File: config.mk
export PLATFORM = sky130hd
export DESIGN_NAME = traffic_merger
export DESIGN_NICKNAME = d
export VERILOG_FILES = /design/src/rtl/traffic_merger.sv
export SDC_FILE = /design/constraint.sdc
export NUM_CORES = 1
export LEC_CHECK = 0
export BUFFER_PORTS_ARGS = -buffer_cell sky130_fd_sc_hd__buf_2
export CAP_MARGIN = 0
export CORE_AREA = 10 10 695 697
export DETAILED_ROUTE_END_ITERATION = 8
export DIE_AREA = 0 0 705 707
export PLACE_DENSITY_LB_ADDON = 0.12
export SETUP_SLACK_MARGIN = 0.02
export SLEW_MARGIN = 20
export SYNTH_ARGS = -nofsm -noshare
export SYNTH_HDL_FRONTEND = slang
export SYNTH_SLANG_ARGS = --single-unit
export TNS_END_PERCENT = 5
File: constraint.sdc
create_clock -name clk -period 13.5 [get_ports clk]
set_input_delay 0.675 -clock clk [delete_from_list [all_inputs] [get_ports clk]]
set_output_delay 0.675 -clock clk [all_outputs]
set_load 0.01 [all_outputs]
File: src/rtl/traffic_merger.sv
// traffic_merger: merges two packet+metadata channels into one stream with packet-atomic
// arbitration (round-robin, or strict channel-1 priority when PRIO_CH1 = 1).
//
// Ports:
//   clk, rst_n                       clock, asynchronous active-low reset
//   in{0,1}_pkt_{data,valid,sop,eop,empty}_i / in{0,1}_pkt_ready_o   input packet streams
//   in{0,1}_meta_{data,valid}_i / in{0,1}_meta_ready_o               input metadata (pop)
//   out_pkt_{data,valid,sop,eop,empty}_o                             merged packet stream
//   out_pkt_almost_full_i, out_meta_almost_full_i                    downstream backpressure
//   out_meta_{data,valid}_o                                          merged metadata
//   out_src_channel_o                source channel of the current output flit
//   proto_err_o                      sticky: sop seen on a non-first flit
//   stat_pkt_cnt{0,1}_o              per-channel forwarded packet counts
//
// Metadata is carried as a packed vector of META_WIDTH bits (the packed metadata_t).
// Optional feature macro: TRAFFIC_MERGER_STATS_EN enables the packet counters; without it
// the counter outputs are tied to zero.
module traffic_merger #(
  parameter int unsigned PRIO_CH1   = 0,
  parameter int unsigned CNT_WIDTH  = 32,
  parameter int unsigned META_WIDTH = 64
) (
  input  logic                  clk,
  input  logic                  rst_n,
  input  logic [511:0]          in0_pkt_data_i,
  input  logic                  in0_pkt_valid_i,
  input  logic                  in0_pkt_sop_i,
  input  logic                  in0_pkt_eop_i,
  input  logic [5:0]            in0_pkt_empty_i,
  output logic                  in0_pkt_ready_o,
  input  logic [META_WIDTH-1:0] in0_meta_data_i,
  input  logic                  in0_meta_valid_i,
  output logic                  in0_meta_ready_o,
  input  logic [511:0]          in1_pkt_data_i,
  input  logic                  in1_pkt_valid_i,
  input  logic                  in1_pkt_sop_i,
  input  logic                  in1_pkt_eop_i,
  input  logic [5:0]            in1_pkt_empty_i,
  output logic                  in1_pkt_ready_o,
  input  logic [META_WIDTH-1:0] in1_meta_data_i,
  input  logic                  in1_meta_valid_i,
  output logic                  in1_meta_ready_o,
  output logic [511:0]          out_pkt_data_o,
  output logic                  out_pkt_valid_o,
  output logic                  out_pkt_sop_o,
  output logic                  out_pkt_eop_o,
  output logic [5:0]            out_pkt_empty_o,
  input  logic                  out_pkt_almost_full_i,
  output logic [META_WIDTH-1:0] out_meta_data_o,
  output logic                  out_meta_valid_o,
  input  logic                  out_meta_almost_full_i,
  output logic                  out_src_channel_o,
  output logic                  proto_err_o,
  output logic [CNT_WIDTH-1:0]  stat_pkt_cnt0_o,
  output logic [CNT_WIDTH-1:0]  stat_pkt_cnt1_o
);

  typedef enum logic [1:0] {StIdle, StCh0, StCh1} state_e;

  state_e state_q, state_d;
  logic   last_grant_q, last_grant_d;
  logic   first_q, first_d;   // next accepted flit is the first of the packet
  logic   proto_err_q, proto_err_d;
  logic   out_valid_q, out_meta_valid_q, out_src_q;

  logic [511:0]          out_data_q;
  logic                  out_sop_q, out_eop_q;
  logic [5:0]            out_empty_q;
  logic [META_WIDTH-1:0] out_meta_q;

  logic naf, elig0, elig1, ch_sel, acc, acc_eop;
  logic sel_valid, sel_sop, sel_eop;

  assign naf   = !out_pkt_almost_full_i && !out_meta_almost_full_i;
  assign elig0 = naf && in0_meta_valid_i && in0_pkt_valid_i && in0_pkt_sop_i;
  assign elig1 = naf && in1_meta_valid_i && in1_pkt_valid_i && in1_pkt_sop_i;

  assign ch_sel    = (state_q == StCh1);
  assign sel_valid = ch_sel ? in1_pkt_valid_i : in0_pkt_valid_i;
  assign sel_sop   = ch_sel ? in1_pkt_sop_i   : in0_pkt_sop_i;
  assign sel_eop   = ch_sel ? in1_pkt_eop_i   : in0_pkt_eop_i;

  always_comb begin
    state_d          = state_q;
    last_grant_d     = last_grant_q;
    first_d          = first_q;
    in0_pkt_ready_o  = 1'b0;
    in1_pkt_ready_o  = 1'b0;
    in0_meta_ready_o = 1'b0;
    in1_meta_ready_o = 1'b0;
    acc              = 1'b0;
    acc_eop          = 1'b0;
    unique case (state_q)
      StIdle: begin
        // Grant costs a cycle: no channel is ready while idle.
        first_d = 1'b1;
        if (elig0 && elig1) begin
          if ((PRIO_CH1 != 0) || !last_grant_q) state_d = StCh1;
          else                                  state_d = StCh0;
        end else if (elig0) begin
          state_d = StCh0;
        end else if (elig1) begin
          state_d = StCh1;
        end
      end
      StCh0, StCh1: begin
        if (ch_sel) in1_pkt_ready_o = !out_pkt_almost_full_i;
        else        in0_pkt_ready_o = !out_pkt_almost_full_i;
        acc     = sel_valid && !out_pkt_almost_full_i;
        acc_eop = acc && sel_eop;
        if (acc) first_d = 1'b0;
        if (acc_eop) begin
          if (ch_sel) in1_meta_ready_o = 1'b1;
          else        in0_meta_ready_o = 1'b1;
          last_grant_d = ch_sel;
          state_d      = StIdle;
        end
      end
      default: state_d = StIdle;
    endcase
  end

  assign proto_err_d = proto_err_q || (acc && sel_sop && !first_q);

  always_ff @(posedge clk or negedge rst_n) begin
    if (!rst_n) begin
      state_q          <= StIdle;
      last_grant_q     <= 1'b1;
      first_q          <= 1'b1;
      proto_err_q      <= 1'b0;
      out_valid_q      <= 1'b0;
      out_meta_valid_q <= 1'b0;
      out_src_q        <= 1'b0;
    end else begin
      state_q          <= state_d;
      last_grant_q     <= last_grant_d;
      first_q          <= first_d;
      proto_err_q      <= proto_err_d;
      out_valid_q      <= acc;
      out_meta_valid_q <= acc_eop;
      if (acc) out_src_q <= ch_sel;
    end
  end

  // Payload registers are qualified by the valids and need no reset.
  always_ff @(posedge clk) begin
    if (acc) begin
      out_data_q  <= ch_sel ? in1_pkt_data_i  : in0_pkt_data_i;
      out_sop_q   <= sel_sop;
      out_eop_q   <= sel_eop;
      out_empty_q <= ch_sel ? in1_pkt_empty_i : in0_pkt_empty_i;
    end
    if (acc_eop) out_meta_q <= ch_sel ? in1_meta_data_i : in0_meta_data_i;
  end

  assign out_pkt_data_o    = out_data_q;
  assign out_pkt_valid_o   = out_valid_q;
  assign out_pkt_sop_o     = out_sop_q;
  assign out_pkt_eop_o     = out_eop_q;
  assign out_pkt_empty_o   = out_empty_q;
  assign out_meta_data_o   = out_meta_q;
  assign out_meta_valid_o  = out_meta_valid_q;
  assign out_src_channel_o = out_src_q;
  assign proto_err_o       = proto_err_q;

`ifdef TRAFFIC_MERGER_STATS_EN
  logic [CNT_WIDTH-1:0] cnt0_q, cnt1_q;

  always_ff @(posedge clk or negedge rst_n) begin
    if (!rst_n) begin
      cnt0_q <= '0;
      cnt1_q <= '0;
    end else begin
      if (acc_eop && !ch_sel) cnt0_q <= cnt0_q + 1'b1;
      if (acc_eop &&  ch_sel) cnt1_q <= cnt1_q + 1'b1;
    end
  end

  assign stat_pkt_cnt0_o = cnt0_q;
  assign stat_pkt_cnt1_o = cnt1_q;
`else
  assign stat_pkt_cnt0_o = '0;
  assign stat_pkt_cnt1_o = '0;
`endif

endmodule

==> After elaboration in Yosys (flattened, before gate mapping) <==
Index checks and enable logic that the tools add are counted.
{ "totals": {"regBits": 592, "inputBits": 1176, "out_inout_bits": 656, "elab_cells": 65} }
{ "classes": {"eq_ne": 5, "mux": 26, "n_reduce_logical": 22} }
{ "op_table": {"columns": ["cell", "count"], "rows": [
  ["$mux 512", 1],
  ["$mux 64", 1],
  ["$mux 1", 16],
  ["$logic_and 1x1->1", 12],
  ["$mux 2", 5],
  ["$mux 6", 1],
  ["$reduce_and 2->1", 3],
  ["$ne 2x2->1 const B", 2],
  ["$ne 4x4->1 const B", 1],
  ["$pmux 2 s2", 1],
  ["$logic_not 1->1", 3],
  ["$eq 2x1->1 const B", 1],
  ["$eq 2x2->1 const B", 1],
  ["$logic_not 2->1", 1],
  ["$pmux 1 s2", 1],
  ["$reduce_bool 2->1", 1],
  ["$reduce_or 2->1", 1],
  ["$logic_or 1x1->1", 1]
]} }

==> Depth between registers and ports, before layout <==
{ "logic_depth": {"depth_word": 9, "mapped_depth": 7, "depth_no_buf": 6} }

==> Least setup slack after synthesis <==
No wires, ideal clock.
{ "synth_path": {"path_type": "register -> register", "from": "register state_q[0]", "to": "register out_valid_q, in the netlist out_pkt_valid_o", "setup_time_ns": 1.208, "t_arrival_ns": 11.092, "required_ns": 12.292, "path_slack_ns": 1.201, "path_stages_with_launch": 7, "path_buffers": 1, "synth_period_minus_slack_ns": 12.299, "cell_sequence": "dfrtp_1 > inv_1 > ha_1 > buf_6 > mux2_2 > nand3_2 > inv_1"} }
{ "synth_between": {"elab_chain_cells": 4, "word_cells_on_any_way": 6, "classes_between": "2 x eq/ne; 2 x mux; 2 x reduce/logical"} }
{ "synth_rtl": {"columns": ["element", "line_no", "source"], "rows": [
  ["from (decl)", "60", "state_e state_q, state_d;"],
  ["from (signal assigned)", "127", "state_q <= StIdle;"],
  ["from (signal assigned)", "135", "state_q <= state_d;"],
  ["$eq 2x2->1 (*)", "78", "assign ch_sel = (state_q == StCh1);"],
  ["named net ch_sel", "71", "logic naf, elig0, elig1, ch_sel, acc, acc_eop;"],
  ["$mux 1", "79", "assign sel_valid = ch_sel ? in1_pkt_valid_i : in0_pkt_valid_i;"],
  ["$logic_and 1x1->1", "109", "acc = sel_valid && !out_pkt_almost_full_i;"],
  ["$mux 1 (*)", "93", "unique case (state_q)"],
  ["named net acc", "71", null],
  ["to (signal assigned)", "131", "out_valid_q <= 1'b0;"],
  ["to (signal assigned)", "139", "out_valid_q <= acc;"],
  ["to (decl)", "64", "logic out_valid_q, out_meta_valid_q, out_src_q;"]
]} }
The timed path passes the listed nets; every way through them passes the cells marked *.
A chain may end at the register's enable or synchronous reset.

==> Worst setup path in the final report <==
{ "layout_path": {"from": "register state_q[0]", "to": "register out_data_q[312], in the netlist out_pkt_data_o[312], data pin"} }
{ "layout_between": {"elab_chain_cells": 2} }
{ "layout_rtl": {"columns": ["element", "line_no", "source"], "rows": [
  ["$eq 2x2->1", "78", null],
  ["named net ch_sel", "71", null],
  ["$mux 512", "148", "out_data_q <= ch_sel ? in1_pkt_data_i : in0_pkt_data_i;"],
  ["to (signal assigned)", "148", null],
  ["to (decl)", "66", "logic [511:0] out_data_q;"]
]} }
The timed path passes the listed nets, and every way through them passes these cells.

==> run metrics <==
startpoint type of the worst setup path=flop; number of levels in the clock H-tree=3; wire length after detailed routing=between 200,000 and 300,000 µm; aggregate global routing overflow=0; post-route design area=0.04489 mm²; type of destination of the critical path=flop; top layer reached by signal wires=met5; port bufs=around 1,800; Final Hold Viols=0; Post CTS Setup Buffer Count=0; total number of vias=21,480; drt first pass iters=5; half-perimeter wire length after detailed placement=around 270,000 µm; final critical delay including setup and external delays=5.450 ns; worst vdd rail ir drop=around 0.000078 V; MaxCap Viol Count=0; Starting Density=roughly 5.5%; DRT iter0 DRCs=1,423; total negative slack for setup checks=0 ns; share of power burned in registers=around 37%; height of the die=between 700 and 800 µm; Synth Warn #=0; worst min path class=input port to flop; clock transition at the register clock pins on the worst setup and hold paths after CTS=0.06 ns; most instantiated flip-flop cell in the synthesis netlist=sky130_fd_sc_hd__edfxtp_1; largest driver fanout on the critical path=70; clock sinks=slightly below 600; number of enable-type register cells in the synthesized netlist=a little under 600; sw frac=a little over a third; final weighted congestion in routability-driven placement=approximately 0.89; mean routed wirelength per cell=around 31 µm; final cell utilization of the core=9.568%; final standard cell count with taps included and fillers excluded=~9,500; met3 WL=between 30,000 and 40,000 µm; Comb power frac=between 20% and 30%; remaining max-slew budget at the tightest pin=29.80%; Post-Place Cells=between 9,000 and 10,000; total CTS buffers=95; power density of the placed cells=155.3 mW/mm²; Lkg Pwr=around 16 nW; Unique masters post-synth=28; total number of nets in the final design=approximately 4,300; placed cell area=approximately 0.042 mm²; overall track demand over capacity in global routing=a little under an eighth; proportion of synthesized flip-flops having asynchronous set or reset=around 1.4%; Row Count=between 200 and 300; sequential-to-total area share from yosys stat=~69%; area of the mapped netlist=roughly 0.026 mm²; switching component of the power=between 2 and 2.5 mW; final worst path period share=just over 40%; pin count of the biggest net entering global routing=between 100 and 150; fraction of final layout cells sized beyond drive strength 1=between 70% and 80%; cell at the root of the clock tree=sky130_fd_sc_hd__clkbuf_16; unrepaired setup endpoints after global routing=no; tightest hold margin=0.1360 ns; maximum clock frequency=about 180 MHz; Finish-stage setup viols=0; internal cell power=4.554 mW; TritonCTS clock tree=built; Post-DRT Antenna Nets=0; Clock Tree Buf Depth=4; vias in the first global route=22,384; synthesis-to-finish area growth=74.70%; status=complete, no violations; cells resized by post-CTS repair=0; required arrival time at the worst endpoint=roughly 14 ns; Die Wd=roughly 710 µm; part of the power in the clock network=between 30% and 40%; Worst-Margin Slew=approximately 1.1 ns; Std-Cell Core Area=around 0.47 mm²; gate count of the mapped netlist=1,347; type of the worst setup path=flop to flop; insertion delay to the later sink of the worst-skew pair=approximately 0.84 ns; number of antenna violations at the first check in global routing=277; detailed-route DRC error count=0; WL met1=roughly 110,000 µm; synthesized flop and latch total=slightly below 600; vias per inst=2.256; Final Slew Violations=0; Top Ports=approximately 1,800; mean cell area of the mapped netlist=between 15 and 20 µm²; WP data arrival=6.01 ns; global-route wire length before repair=351,500 µm; Final Skew=roughly 0.04 ns; Detail Route met2 WL=between 100,000 and 150,000 µm; die outline area=roughly 0.50 mm²
==> metal layers <==
layer  track usage [%]  vias up
li1                  -     8894
met1             12.86    10566
met2             19.37     1503
met3             6.225      455
met4             1.748       62
met5                 0        -
==> cell type report <==
type / instances / area [µm²]
Fill cell: 54302 / 424300
Antenna cell: 58 / 145.1
Sequential cell: 592 / 17740
Tap cell: 6223 / 7786
Inverter: 8 / 37.54
Clock inverter: 60 / 568.0
Timing Repair Buffer: 1790 / 9031
Clock buffer: 112 / 2492
Multi-Input combinational cell: 680 / 7092
==> cells in the final DEF (no fill, tap or decap), types with 2 or more instances in the layout <==
cell | synthesis | final
sky130_fd_sc_hd__clkinv_4 | 0 | 3
sky130_fd_sc_hd__clkinv_1 | 0 | 22
sky130_fd_sc_hd__nor2_1 | 4 | 4
sky130_fd_sc_hd__clkbuf_16 | 0 | 96
sky130_fd_sc_hd__edfxtp_1 | 584 | 584
sky130_fd_sc_hd__clkinvlp_4 | 0 | 6
sky130_fd_sc_hd__clkbuf_8 | 0 | 3
sky130_fd_sc_hd__dfstp_2 | 2 | 2
sky130_fd_sc_hd__mux2_2 | 585 | 585
sky130_fd_sc_hd__inv_1 | 8 | 7
sky130_fd_sc_hd__o2bb2ai_1 | 2 | 2
sky130_fd_sc_hd__clkbuf_1 | 0 | 13
sky130_fd_sc_hd__inv_6 | 0 | 5
sky130_fd_sc_hd__bufinv_16 | 0 | 9
sky130_fd_sc_hd__buf_4 | 65 | 21
sky130_fd_sc_hd__dfrtp_1 | 6 | 6
sky130_fd_sc_hd__buf_2 | 20 | 1767
sky130_fd_sc_hd__nand2_1 | 4 | 4
sky130_fd_sc_hd__clkinv_2 | 0 | 14
sky130_fd_sc_hd__and3_1 | 2 | 2
sky130_fd_sc_hd__nand2b_4 | 2 | 2
sky130_fd_sc_hd__conb_1 | 1 | 64
sky130_fd_sc_hd__o21ai_0 | 2 | 2
sky130_fd_sc_hd__diode_2 | 0 | 58
==> Yosys cell counts (2+ instances only) <==
cell type	number	share of area (%)
sky130_fd_sc_hd__buf_2	20	0.39
sky130_fd_sc_hd__edfxtp_1	584	68
sky130_fd_sc_hd__dfrtp_1	6	0.58
sky130_fd_sc_hd__a21oi_1	2	0.039
sky130_fd_sc_hd__and3_1	2	0.049
sky130_fd_sc_hd__ha_1	2	0.097
sky130_fd_sc_hd__inv_1	8	0.12
sky130_fd_sc_hd__dfstp_2	2	0.20
sky130_fd_sc_hd__nor2_1	4	0.058
sky130_fd_sc_hd__o2bb2ai_1	2	0.068
sky130_fd_sc_hd__buf_4	65	1.9
sky130_fd_sc_hd__nand2_1	4	0.058
sky130_fd_sc_hd__buf_6	45	2.0
sky130_fd_sc_hd__mux2_2	585	26
sky130_fd_sc_hd__nand2b_4	2	0.11
sky130_fd_sc_hd__o21ai_0	2	0.039
==> final timing paths <==
| kind | start | endpoint | slack [ns] | cells past startpoint |
|---|---|---|---|---|
| worst max-delay path | state_q[0]$_DFFE_PN0P_ | out_pkt_data_o[312]$_DFFE_PP_ | 8.05 | 8 |
| worst min-delay path | in1_pkt_data_i[295] | out_pkt_data_o[295]$_DFFE_PP_ | 0.14 | 2 |
| worst max register to register | state_q[0]$_DFFE_PN0P_ | out_pkt_data_o[312]$_DFFE_PP_ | 8.05 | 8 |
| worst min register to register | proto_err_o$_DFF_PN0_ | proto_err_o$_DFF_PN0_ | 0.49 | 1 |
| max in group asynchronous | rst_n | first_q$_DFFE_PN1P_ | 12.93 | 2 |
| min in group asynchronous | rst_n | out_pkt_valid_o$_DFF_PN0_ | 0.25 | 2 |
==> registers in the layout, summed over array words and instances (netlist names), 2 cells and up <==
name / flops
out_pkt_data_o: 512
out_meta_data_o: 64
out_pkt_empty_o: 6
state_q: 2
==> through the flow <==
stage,setup WS (ns),power [mW]
global route,7.783,7.347
detailed placement,7.961,4.536
floorplan,1.201,3.491
global placement,7.984,4.549
CTS,7.989,7.239
finish,8.050,6.972
==> logic make-up (layout without fill, tap and decap cells) <==
group           count (synthesis)  after routing  share of synthesized area (%)
compound gates                 11             11                         0.3896
fa+ha+maj                       2              2                        0.09737
buf+inv                       138           1970                          4.378
flops                         592            592                          69.04
mux                           585            585                          25.64
other cells                     1            122                        0.01459
simple gates                   18             18                         0.4480
==> worst max-delay path, cell delays in order, from the launching register on <==
cell	delay, ns
sky130_fd_sc_hd__dfrtp_1	0.40
sky130_fd_sc_hd__inv_1	0.14
sky130_fd_sc_hd__ha_4	0.42
sky130_fd_sc_hd__buf_4	0.77
sky130_fd_sc_hd__buf_4	0.71
sky130_fd_sc_hd__buf_4	0.53
sky130_fd_sc_hd__buf_4	0.62
sky130_fd_sc_hd__buf_4	0.80
sky130_fd_sc_hd__mux2_2	0.42
==> what timing repair did <==
item,in CTS,in global routing
endpoints found under the hold margin,8,0
setup endpoints to repair,0,0
hold buffers,1,0
==> power by group through the flow <==
stage               combinational [mW]  clock (mW)  sequential [mW]
detailed placement                1.94           0             2.60
global placement                  1.94           0             2.61
global route                      2.01        2.76             2.58
CTS                               1.96        2.72             2.57
finish                            1.85        2.56             2.55
floorplan                        0.823           0             2.67
(Power assumes the default switching activity.)
